<file path="config.mk">
export PLATFORM = sky130hd
export DESIGN_NAME = io_pulse_capture
export DESIGN_NICKNAME = d
export VERILOG_FILES = /design/src/rtl/io_capture_pkg.sv /design/src/rtl/capture_channel.sv /design/src/rtl/io_pulse_capture.sv
export SDC_FILE = /design/constraint.sdc
export NUM_CORES = 1
export LEC_CHECK = 0
export CAP_MARGIN = 5
export CORE_UTILIZATION = 40
export CTS_CLUSTER_SIZE = 8
export DETAILED_ROUTE_END_ITERATION = 10
export SKIP_LAST_GASP = 1
export SLEW_MARGIN = 25
export SYNTH_ARGS = -nofsm -noshare
export SYNTH_HDL_FRONTEND = slang
export SYNTH_SLANG_ARGS = --single-unit
</file>
<file path="constraint.sdc">
create_clock -name CLK -period 2.9 [get_ports CLK]
set_input_delay 0.725 -clock CLK [delete_from_list [all_inputs] [get_ports CLK]]
set_output_delay 0.725 -clock CLK [all_outputs]
set_load 0.03 [all_outputs]
</file>
<file path="src/rtl/io_capture_pkg.sv">
// Shared types and register-map constants for the io_pulse_capture peripheral.
package io_capture_pkg;

    typedef enum logic [2:0] {
        StIdle,
        StTrig,
        StWaitRise,
        StMeasure,
        StDone
    } ch_state_e;

    localparam int unsigned OffCtrl       = 0;
    localparam int unsigned OffResult0    = 1;

    localparam int unsigned StatusDoneLsb = 0;
    localparam int unsigned StatusToLsb   = 16;

endpackage

</file>
<file path="src/rtl/capture_channel.sv">
// One trigger/echo channel: pin synchronizer, edge detect, FSM, width counter, result and flags.
// Timeout logic is built only when IO_CAPTURE_TIMEOUT_EN is defined.
module capture_channel
    import io_capture_pkg::*;
#(
    parameter int unsigned CNT_W       = 24,
    parameter int unsigned TRIG_CYC    = 1000,
    parameter int unsigned TIMEOUT_CYC = 2_000_000
) (
    input  logic             clk_i,
    input  logic             rst_ni,
    input  logic             pin_i,
    input  logic             start_i,
    input  logic             rd_clr_i,
    output logic             trig_o,
    output logic             done_o,
    output logic             timeout_o,
    output logic [CNT_W-1:0] result_o
);

    // Timer is shared between the trigger pulse and the timeout window.
    localparam int unsigned TmrMax = (TRIG_CYC > TIMEOUT_CYC) ? TRIG_CYC : TIMEOUT_CYC;
    localparam int unsigned TmrW   = $clog2(TmrMax + 1);

    ch_state_e        state_q, state_d;
    logic [1:0]       sync_q;
    logic             prev_q;
    logic             trig_q, trig_d;
    logic [CNT_W-1:0] cnt_q, cnt_d;
    logic [TmrW-1:0]  tmr_q, tmr_d;
    logic [CNT_W-1:0] res_q, res_d;
    logic             done_q, done_d;
    logic             to_q, to_d;

    logic pin_s, rise, fall, start_ok, trig_end, tmo;

    assign pin_s    = sync_q[1];
    assign rise     = pin_s & ~prev_q;
    assign fall     = ~pin_s & prev_q;
    assign start_ok = start_i && (state_q == StIdle || state_q == StDone);
    assign trig_end = (tmr_q == TmrW'(TRIG_CYC - 1));
`ifdef IO_CAPTURE_TIMEOUT_EN
    assign tmo      = (tmr_q == TmrW'(TIMEOUT_CYC - 1));
`else
    assign tmo      = 1'b0;
`endif

    always_ff @(posedge clk_i or negedge rst_ni) begin
        if (!rst_ni) begin
            state_q <= StIdle;
        end else begin
            state_q <= state_d;
        end
    end

    always_comb begin
        state_d = state_q;
        unique case (state_q)
            StIdle:     if (start_ok) state_d = StTrig;
            StTrig:     if (trig_end) state_d = StWaitRise;
            StWaitRise: begin
                if (tmo) state_d = StDone;
                else if (rise) state_d = StMeasure;
            end
            StMeasure:  if (fall || tmo) state_d = StDone;
            StDone:     if (start_ok) state_d = StTrig;
            default:    state_d = StIdle;
        endcase
    end

    always_comb begin
        trig_d = (state_d == StTrig);
        cnt_d  = cnt_q;
        tmr_d  = tmr_q;
        res_d  = res_q;
        done_d = done_q;
        to_d   = to_q;
        if (rd_clr_i) begin
            done_d = 1'b0;
            to_d   = 1'b0;
        end
        unique case (state_q)
            StIdle, StDone: begin
                if (start_ok) begin
                    cnt_d  = '0;
                    tmr_d  = '0;
                    done_d = 1'b0;
                    to_d   = 1'b0;
                end
            end
            StTrig: tmr_d = trig_end ? '0 : tmr_q + 1'b1;
            StWaitRise: begin
`ifdef IO_CAPTURE_TIMEOUT_EN
                tmr_d = tmr_q + 1'b1;
`endif
                if (tmo) begin
                    res_d  = cnt_q;
                    done_d = 1'b1;
                    to_d   = 1'b1;
                end else if (rise) begin
                    cnt_d = CNT_W'(1);
                end
            end
            StMeasure: begin
`ifdef IO_CAPTURE_TIMEOUT_EN
                tmr_d = tmr_q + 1'b1;
`endif
                if (fall) begin
                    res_d  = cnt_q;
                    done_d = 1'b1;
                end else if (tmo) begin
                    res_d  = cnt_q;
                    done_d = 1'b1;
                    to_d   = 1'b1;
                end else if (pin_s && cnt_q != '1) begin
                    cnt_d = cnt_q + 1'b1;
                end
            end
            default: ;
        endcase
    end

    always_ff @(posedge clk_i or negedge rst_ni) begin
        if (!rst_ni) begin
            sync_q <= '0;
            prev_q <= 1'b0;
            trig_q <= 1'b0;
            cnt_q  <= '0;
            tmr_q  <= '0;
            res_q  <= '0;
            done_q <= 1'b0;
            to_q   <= 1'b0;
        end else begin
            sync_q <= {sync_q[0], pin_i};
            prev_q <= sync_q[1];
            trig_q <= trig_d;
            cnt_q  <= cnt_d;
            tmr_q  <= tmr_d;
            res_q  <= res_d;
            done_q <= done_d;
            to_q   <= to_d;
        end
    end

    assign trig_o    = trig_q;
    assign done_o    = done_q;
    assign timeout_o = to_q;
    assign result_o  = res_q;

endmodule

</file>
<file path="src/rtl/io_pulse_capture.sv">
// Memory-mapped multi-channel trigger/echo-width capture: address decode, read mux, hit flag.
// Optional per-channel timeout is enabled by defining IO_CAPTURE_TIMEOUT_EN.
module io_pulse_capture
    import io_capture_pkg::*;
#(
    parameter int unsigned NUM_CH      = 8,
    parameter int unsigned CNT_W       = 24,
    parameter int unsigned TRIG_CYC    = 1000,
    parameter int unsigned TIMEOUT_CYC = 2_000_000,
    parameter logic [11:0] BASE_ADDR   = 12'hF00
) (
    input  logic              CLK,
    input  logic              CPU_RESETN,
    input  logic [NUM_CH-1:0] pins_in,
    output logic [NUM_CH-1:0] trig_out,
    input  logic [11:0]       addr,
    input  logic              wEn,
    input  logic [31:0]       dataIn,
    output logic [31:0]       dataOut,
    output logic              hit
);

    logic              in_win, ctrl_wr, rd_en;
    logic [11:0]       off;
    logic [NUM_CH-1:0] done, tmo_flag;
    logic [CNT_W-1:0]  result [NUM_CH];
    logic [31:0]       status, rdata_d, rdata_q;
    logic              hit_q;
    logic              unused_data_in;

    // Widen by one bit so a window near the top of the address space cannot wrap.
    assign in_win  = ({1'b0, addr} >= {1'b0, BASE_ADDR}) &&
                     ({1'b0, addr} <= {1'b0, BASE_ADDR} + 13'(NUM_CH));
    assign off     = addr - BASE_ADDR;
    assign ctrl_wr = in_win && wEn && (off == 12'(OffCtrl));
    assign rd_en   = in_win && !wEn;

    assign unused_data_in = ^dataIn[31:NUM_CH];

    for (genvar g = 0; g < NUM_CH; g++) begin : g_ch
        capture_channel #(
            .CNT_W       (CNT_W),
            .TRIG_CYC    (TRIG_CYC),
            .TIMEOUT_CYC (TIMEOUT_CYC)
        ) u_ch (
            .clk_i     (CLK),
            .rst_ni    (CPU_RESETN),
            .pin_i     (pins_in[g]),
            .start_i   (ctrl_wr && dataIn[g]),
            .rd_clr_i  (rd_en && (off == 12'(OffResult0 + g))),
            .trig_o    (trig_out[g]),
            .done_o    (done[g]),
            .timeout_o (tmo_flag[g]),
            .result_o  (result[g])
        );
    end

    always_comb begin
        status = '0;
        status[StatusDoneLsb +: NUM_CH] = done;
        status[StatusToLsb +: NUM_CH]   = tmo_flag;
    end

    always_comb begin
        rdata_d = '0;
        if (in_win) begin
            if (off == 12'(OffCtrl)) rdata_d = status;
            for (int unsigned i = 0; i < NUM_CH; i++) begin
                if (off == 12'(OffResult0 + i)) rdata_d = 32'(result[i]);
            end
        end
    end

    always_ff @(posedge CLK or negedge CPU_RESETN) begin
        if (!CPU_RESETN) begin
            rdata_q <= '0;
            hit_q   <= 1'b0;
        end else begin
            rdata_q <= rdata_d;
            hit_q   <= in_win;
        end
    end

    assign dataOut = rdata_q;
    assign hit     = hit_q;

endmodule

</file>
Word level (Yosys, flattened, before mapping)
Cells that the tools add are included.

word-level totals
  input bits = 55
  register bits = 657
  output and inout port bits = 41

operators by class
  $add $sub $neg = 17
  reductions and logical operators = 102
  bitwise operators = 32
  equality and inequality tests = 96
  magnitude comparators = 2
  mux-type cells = 170

operator list
  operator                                                number
  two-way mux 24 bit                                      33
  case mux 24 bit (3 select lines)                        8
  two-way mux 21 bit                                      16
  case mux 21 bit (2 select lines)                        8
  two-way mux 32 bit                                      9
  adder 24 x 1 -> 24 bit (second input constant)          8
  inequality test 24 bit (second input constant)          8
  adder 21 x 1 -> 21 bit (second input constant)          8
  == test 21 x 10 -> 1 bit (second input constant)        8
  two-way mux 3 bit                                       32
  case mux 3 bit (4 select lines)                         8
  == test 12 x 3 -> 1 bit (second input constant)         4
  == test 3 x 1 -> 1 bit (second input constant)          16
  == test 3 x 2 -> 1 bit (second input constant)          16
  two-way mux 1 bit                                       48
  inequality test 2 x 1 -> 1 bit (second input constant)  24
  AND reduction 5 bit                                     8
  logical AND 1 bit                                       36
  AND reduction 2 bit                                     16
  == test 12 x 2 -> 1 bit (second input constant)         2
  == test 3 bit (second input constant)                   8
  logical NOT 3 bit                                       8
  nonzero test 3 bit                                      8
  AND 1 bit                                               16
  13 further kinds                                        63

Logic depth before layout (Yosys ltp)
Gate-level depths: netlist of run 1.

  depth in word-level cells = 12
  gate-level depth with buffers = 9
  mapped depth without buffers = 7

Cells and area by module
A second synthesis of run 1 with hierarchy kept.

unflattened totals
  cells, all modules = 3502
  area, all modules = 34533.1 sq um

by module, submodules not included
  module                               cells an instance  area an instance (sq um)  instances  sequential area each (sq um)
  capture_channel at g_ch[0].u_ch ...  389                3956.3                    6          1951.9
  capture_channel at g_ch[3].u_ch      393                4015.1                    1          1951.9
  capture_channel at g_ch[7].u_ch      388                3860.0                    1          1951.9
  io_pulse_capture                     387                2920.3                    1          625.6

Worst setup path after synthesis of run 1
Ideal clock, no wire load.

  path type = input to register
  start point = input port addr[4]
  end point = register g_ch[7].u_ch.cnt_q[17]
  data required time = 2782 ps
  path slack = 247 ps
  setup time = 118 ps
  stages on the path = 9
  arrival = 2535 ps
  path through = or4_4 > buf_6 > nor4_4 > buf_6 > nand2_1 > or2_1 > a21oi_2 > buf_4 > nor2_1

on the way
  cells in the longest elaborated chain, start to end = 8
  elaborated cells on any way between the ends = 11

ends and longest elaborated chain
  what                                                       RTL line                RTL
  start: declaration                                         io_pulse_capture.sv:16  input logic [11:0] addr,
  branches (longest 3 deep; another with subtractor 12 bit)  --
  logical AND 1 bit *                                        io_pulse_capture.sv:35  assign ctrl_wr = in_win && wEn && (off == 12'(OffCtrl));
  logical AND 1 bit *                                        io_pulse_capture.sv:49  .start_i (ctrl_wr && dataIn[g]),
  logical AND 1 bit *                                        capture_channel.sv:40   assign start_ok = start_i && (state_q == StIdle || state_q == StDone);
  inequality test 2 x 1 -> 1 bit (no line) *                 --
  AND reduction 5 bit (no line) *                            --
  end signal: assignment                                     capture_channel.sv:137  cnt_q <= cnt_d;
  end: declaration                                           capture_channel.sv:29   logic [CNT_W-1:0] cnt_q, cnt_d;

Every way passes the cells marked *.
A chain may end at the register's enable or synchronous reset.

Final worst setup path of run 1
  start point = input port addr[4]
  end point = register rdata_q[20] (netlist: dataOut[20])

on the way
  cells in the longest elaborated chain, start to end = 12
  elaborated cells on any way between the ends = 23

ends and longest elaborated chain
  what                             RTL line                RTL
  subtractor 12 bit                io_pulse_capture.sv:34  assign off = addr - BASE_ADDR;
  logical NOT 12 bit               io_pulse_capture.sv:67  if (off == 12'(OffCtrl)) rdata_d = status;
  two-way mux 24 bit               io_pulse_capture.sv:67
  two-way mux 32 bit (8 in a row)  io_pulse_capture.sv:69  if (off == 12'(OffResult0 + i)) rdata_d = 32'(result[i]);
  two-way mux 32 bit *             io_pulse_capture.sv:66  if (in_win) begin
  named net rdata_d[20]            io_pulse_capture.sv:27  logic [31:0] status, rdata_d, rdata_q;
  end signal: assignment           io_pulse_capture.sv:79  rdata_q <= rdata_d;
  end: declaration                 io_pulse_capture.sv:27

The timed path passes the listed nets; every way through them passes the cells marked *.

==> results.toml, run 1 <==
[place]
hpwl_um = 60900
portBuffers = 63
gp_congestion = 0.952

[clocking]
clock_latency_ns = 0.64
hold_buffers = 0
cts_post_setup_buffers_inserted = 0
cts_tree = "yes"
cts_root_buf = "clkbuf_16"
cts_resized = 0
max-clock-path-buffers = 3
cts.sink_count = 649
clk_pin_slew_ns = 0.05
numCtsBuffers = 91
htreeDepth = 3

[global_routing]
overflow = 0
grt_usage = 0.211
grt_start_max_net_pins = 68
grt_pass1_vias = 24500
grt_pass1_wl_um = 139000
antenna_found_initial = 1

[status]
status = "complete, no violations"

[timing]
max_slew_margin = 0.482
max_freq_mhz = 365
period_minus_slack_ns = 2.74
hold_viol_final = 0
fin_skew_ns = 0.0266
rsz0062_at_grt = "no"
fin_setup_tns_ns = 0
setup-violations-final = 0
min_period_over_period = 0.945
worst-slew-pin-transition_ns = 0.774
hold_ws_ns = 0.0464
slew_violations = 0

[route]
wl_um = 85500
ant_nets = 0
firstDrtPassIters = 7
drt_iter0_markers = 2277
remaining_drc_errors = 0
wl_per_cell_um = 18.7
num_vias = 25800
via_per_inst = 5.65

[worst_setup_path]
r2r_slack_ns = 0.46
crit_fanout = 5
worst-r2r-cell-count = 7
r2r_end = "g_ch[7].u_ch.tmr_q[10]"
crit_arrival_ns = 3.22
cp-start-kind = "input pin"
worstSetupPathType = "input pin to flip-flop"
end_kind = "flip-flop"
cp.required_ns = 3.38
r2r_start = "g_ch[7].u_ch.tmr_q[10]"

[run]
maxCapViolations = 0

[floorplanning]
rows = 103
die_w_um = 286
coreArea_mm2 = 0.0794
boundaryPins = 96
die-area_mm2 = 0.0817
initial_core_util = 0.406
die_h_um = 286

[logic_synthesis]
syn_area_mm2 = 0.0322
seq_area_frac_synth = 0.504
syn_inst = 3260
synth-warning-count = 0
synthArstFlopShare = 1.00
ys_types = 84
synth-seq-cells = 649
synth_area_per_cell_um2 = 9.88
ys.flop_type = "dfrtp_1"
synth_edf_count = 0

[power_and_ir_drop]
swShare = 0.216
clkPwrFrac = 0.494
combPwrFrac = 0.024
internal_power_mw = 14.8
p_seq_frac = 0.482
p_switching_mw = 4.08
ir_drop_mv = 0.384
powerDensity_mw_per_mm2 = 496
power_leakage_nw = 16.6

[layout]
drive_above_1_share = 0.170
num-nets-final = 3573
area_growth_pct = 18.2
nFillCells = 7409
post-route-util = 0.480
diodes = 0

[worst_hold_path]
hold_path.class = "input pin to asynchronous set/reset pin"
==> worst max-delay path, cell delays in order <==
cell and delay [ns]:
clkdlybuf4s50_1 0.43, or4_4 0.64, nor4_4 0.40, and3_1 0.32
buf_4 0.16, a221oi_1 0.10, o31ai_1 0.44
==> worst max path at each step <==
stage / from / end / slack (ns)
after floorplan: addr[4] / g_ch[7].u_ch.cnt_q[17] / 0.25
after global placement: addr[4] / g_ch[0].u_ch.cnt_q[12] / -0.38
after detailed placement: addr[4] / g_ch[0].u_ch.cnt_q[12] / -0.41
after CTS: addr[4] / g_ch[0].u_ch.cnt_q[12] / 0.23
after global routing: addr[4] / g_ch[0].u_ch.cnt_q[12] / 0.07
final: addr[4] / dataOut[20] / 0.16
==> Yosys cell counts, types with 23 or more instances <==
cell type  instances  area share
dfrtp_1          649        0.50
nor2_1           309       0.036
o21ai_0          300       0.047
nand2_1          255       0.030
mux2_2           196       0.069
nand3_1          178       0.028
nand4_1          128       0.025
xor2_1           128       0.035
a21oi_1          125       0.019
clkbuf_1         121       0.014
and3_1            93       0.018
o31ai_1           61       0.014
nor3_1            51      0.0079
a31oi_1           47      0.0091
and4_1            43       0.012
inv_1             40      0.0047
nor2b_1           40      0.0078
or3_1             35      0.0068
nor4_1            31      0.0060
and2_1            27      0.0052
nand2b_1          25      0.0049
mux2i_1           23      0.0071
==> metal layers <==
| metal | wire length, µm | GRT usage | vias to the layer above |
|---|---|---|---|
| met2 | 38300 | 0.324 | 533 |
| li1 | - | - | 12400 |
| met5 | 7 | 0 | - |
| met4 | 2210 | 0.0603 | 2 |
| met3 | 4080 | 0.0344 | 132 |
| met1 | 40900 | 0.308 | 12700 |
==> cell usage in the layout (no fill, tap or decap), types with 92 or more instances in the layout <==
cell type,synthesis,final
a21oi_1,125,125
and3_1,93,93
buf_4,18,225
clkbuf_16,0,92
dfrtp_1,649,649
mux2_2,196,196
nand2_1,255,255
nand3_1,178,178
nand4_1,128,128
nor2_1,309,309
o21ai_0,300,298
xor2_1,128,128
==> metrics by stage <==
stage,cell area (µm²),cells,power (mW),setup WS (ns)
2_1_floorplan,32200,3267,9.36,0.247
3_3_place_gp,35700,4459,9.71,-0.376
3_5_place_dp,35700,4459,9.71,-0.411
4_1_cts,38100,4560,19.2,0.231
5_1_grt,38100,4560,19.6,0.0707
6_report,38100,4560,18.9,0.158
==> cell families after synthesis <==
| logic type | after synthesis | synth area share |
|---|---|---|
| and+or+nand+nor | 1307 | 0.211 |
| xor gates and xnor gates | 142 | 0.0386 |
| muxes | 219 | 0.0757 |
| AOI/OAI and AO/OA | 714 | 0.136 |
| buffers and inverters | 212 | 0.0283 |
| adders and majority gates | 16 | 0.00621 |
| other | 1 | 0.000116 |
| DFF | 649 | 0.504 |
==> cell type report <==
| type | count | area, µm² | share of cell area |
|---|---|---|---|
| flip-flops and latches | 649 | 16200 | 0.426 |
| clock inverters | 6 | 71.3 | 0.00187 |
| well taps | 1050 | 1310 | 0.0345 |
| multi-input cells | 2406 | 15100 | 0.398 |
| repair buffers | 314 | 2840 | 0.0746 |
| clock buffers | 95 | 2320 | 0.0610 |
| inverters | 40 | 150 | 0.00394 |
==> flip-flops by register name, summed over array words and instances, names as in the netlist <==
signal	count
g_ch.u_ch.cnt_q	192
g_ch.u_ch.prev_q	8
g_ch.u_ch.state_q	24
g_ch.u_ch.done_o	8
g_ch.u_ch.trig_o	8
g_ch.u_ch.tmr_q	168
g_ch.u_ch.sync_q	16
g_ch.u_ch.timeout_o	8
dataOut	24
hit	1
g_ch.u_ch.result_o	192
==> power groups by stage <==
stage                     Clock [mW]  Sequential [mW]  Combinational, mW
final                           9.34             9.11              0.445
after global routing            9.97             9.10              0.501
after CTS                       9.63             9.10              0.458
after detailed placement           0             9.25              0.457
after global placement             0             9.25              0.456
after floorplan                    0             9.25              0.108
Note: power is estimated with default switching activity, not from simulation.
==> run 2: changes to the inputs <==
CTS_CLUSTER_SIZE = 12   (was 8)
==> run 2 against run 1 <==
Compared with the run above:
- critical path depth unchanged
- via count up 0.30%
- total power up 1.8%
- setup slack worse by 0.022 ns
- first-iteration DRC count down 3.1%
- hold slack better by 0.020 ns
==> results.toml, run 2 (same netlist as run 1, synthesis figures left out) <==
[timing]
setup-violations-final = 0
min_period_over_period = 0.953
fin_skew_ns = 0.0209
max_freq_mhz = 362
max_slew_margin = 0.479
period_minus_slack_ns = 2.76
rsz0062_at_grt = "no"
slew_violations = 0
hold_viol_final = 0
worst-slew-pin-transition_ns = 0.779

[global_routing]
antenna_found_initial = 0
grt_start_max_net_pins = 68
overflow = 0
grt_pass1_vias = 24400
grt_usage = 0.211
grt_pass1_wl_um = 139000

[route]
via_per_inst = 5.62
top_layer = "met4"
wl_met1_um = 40900
drt_iter0_markers = 2207
firstDrtPassIters = 5
num_vias = 25900
wl_met2_um = 38200
ant_nets = 0
wl_um = 85400
remaining_drc_errors = 0
dr_wl_met3_um = 4280
wl_per_cell_um = 18.6

[status]
status = "complete, no violations"

[floorplanning]
rows = 103
boundaryPins = 96
die_w_um = 286
initial_core_util = 0.406
coreArea_mm2 = 0.0794
die_h_um = 286
die-area_mm2 = 0.0817

[worst_setup_path]
crit_fanout = 5
worstSetupPathType = "input pin to flip-flop"
cp.required_ns = 3.37
worst-r2r-cell-count = 7
cp-start-kind = "input pin"
crit_arrival_ns = 3.23
end_kind = "flip-flop"
r2r_slack_ns = 0.44
r2r_end = "g_ch[7].u_ch.tmr_q[8]"
r2r_start = "g_ch[7].u_ch.tmr_q[10]"

[worst_hold_path]
hold_path.class = "input pin to asynchronous set/reset pin"

[power_and_ir_drop]
clkPwrFrac = 0.504
p_switching_mw = 4.19
powerDensity_mw_per_mm2 = 503
power_leakage_nw = 16.6
ir_drop_mv = 0.439
p_seq_frac = 0.473
internal_power_mw = 15.0
report.power.total_mw = 19.2
swShare = 0.218
combPwrFrac = 0.023

[layout]
drive_above_1_share = 0.173
mostFrequentLayoutCell = "dfrtp_1"
area_growth_pct = 18.6
mostFrequentLayoutCells = "649 x dfrtp_1, 309 x nor2_1, 298 x o21ai_0"
post-route-util = 0.481
num-nets-final = 3558
diodes = 0

[clocking]
numCtsBuffers = 76
htreeDepth = 3
cts_post_setup_buffers_inserted = 0
cts_root_buf = "clkbuf_16"
cts.sink_count = 649
cts_tree = "yes"
clk_pin_slew_ns = 0.06
max-clock-path-buffers = 3
hold_buffers = 0
cts_resized = 0
clock_latency_ns = 0.62

[run]
maxCapViolations = 0

[place]
gp_congestion = 0.952
portBuffers = 63
hpwl_um = 60900
[run 2: cell types whose count changed in the layout (fill, tap and decap cells not counted), sizes merged]
cell,change
inv,+1
clkinvlp,+1
bufinv,+8
clkinv,+15
clkbuf,+12
[run 2: how the worst max path moves through the flow]
stage,from,to,slack (ns),cells after the start
5_1_grt,addr[4],g_ch[0].u_ch.cnt_q[12],0.04,9
2_1_floorplan,addr[4],g_ch[7].u_ch.cnt_q[17],0.25,9
3_3_place_gp,addr[4],g_ch[0].u_ch.cnt_q[12],-0.38,9
3_5_place_dp,addr[4],g_ch[0].u_ch.cnt_q[12],-0.41,9
6_report,addr[4],dataOut[20],0.14,7
4_1_cts,addr[4],g_ch[0].u_ch.cnt_q[12],0.22,9
[run 2: critical path, cell delays in order]
cell and delay [ns]:
clkdlybuf4s50_1 0.44, or4_4 0.63, nor4_4 0.40, and3_1 0.32
buf_4 0.16, a221oi_1 0.10, o31ai_1 0.45
[run 2: metrics by stage]
step | setup WS, ns | setup TNS (ns) | instances | hold WS (ns) | instance area, µm²
floorplan | 0.247 | 0 | 3267 | 0.331 | 32200
global placement | -0.376 | -75.42 | 4459 | 0.331 | 35700
detailed placement | -0.411 | -87.41 | 4459 | 0.335 | 35700
CTS | 0.217 | 0 | 4597 | 0.0519 | 38200
global route | 0.0399 | 0 | 4597 | 0.0824 | 38200
finish | 0.136 | 0 | 4597 | 0.0668 | 38200
[run 2: power groups by stage]
stage	clock (mW)	sequential [mW]	combinational, mW
after floorplan	0	9.25	0.108
after global placement	0	9.25	0.456
after detailed placement	0	9.25	0.457
after global routing	10.3	9.09	0.501
final	9.70	9.09	0.445
after CTS	9.95	9.09	0.458
[run 2: final cells by class]
| cell class | count | area (µm²) |
|---|---|---|
| repair buffers | 314 | 2840 |
| inverters | 40 | 150 |
| multi-input cells | 2406 | 15100 |
| clock buffers | 107 | 2120 |
| well taps | 1050 | 1310 |
| flip-flops and latches | 649 | 16200 |
| clock inverters | 31 | 392 |
| fillers | 7406 | 41200 |
[run 2: metal layers]
| layer | vias to the layer above | track usage |
|---|---|---|
| met3 | 116 | 0.0324 |
| met1 | 12800 | 0.308 |
| met5 | - | 0 |
| met2 | 587 | 0.322 |
| li1 | 12400 | - |
| met4 | 0 | 0.0610 |
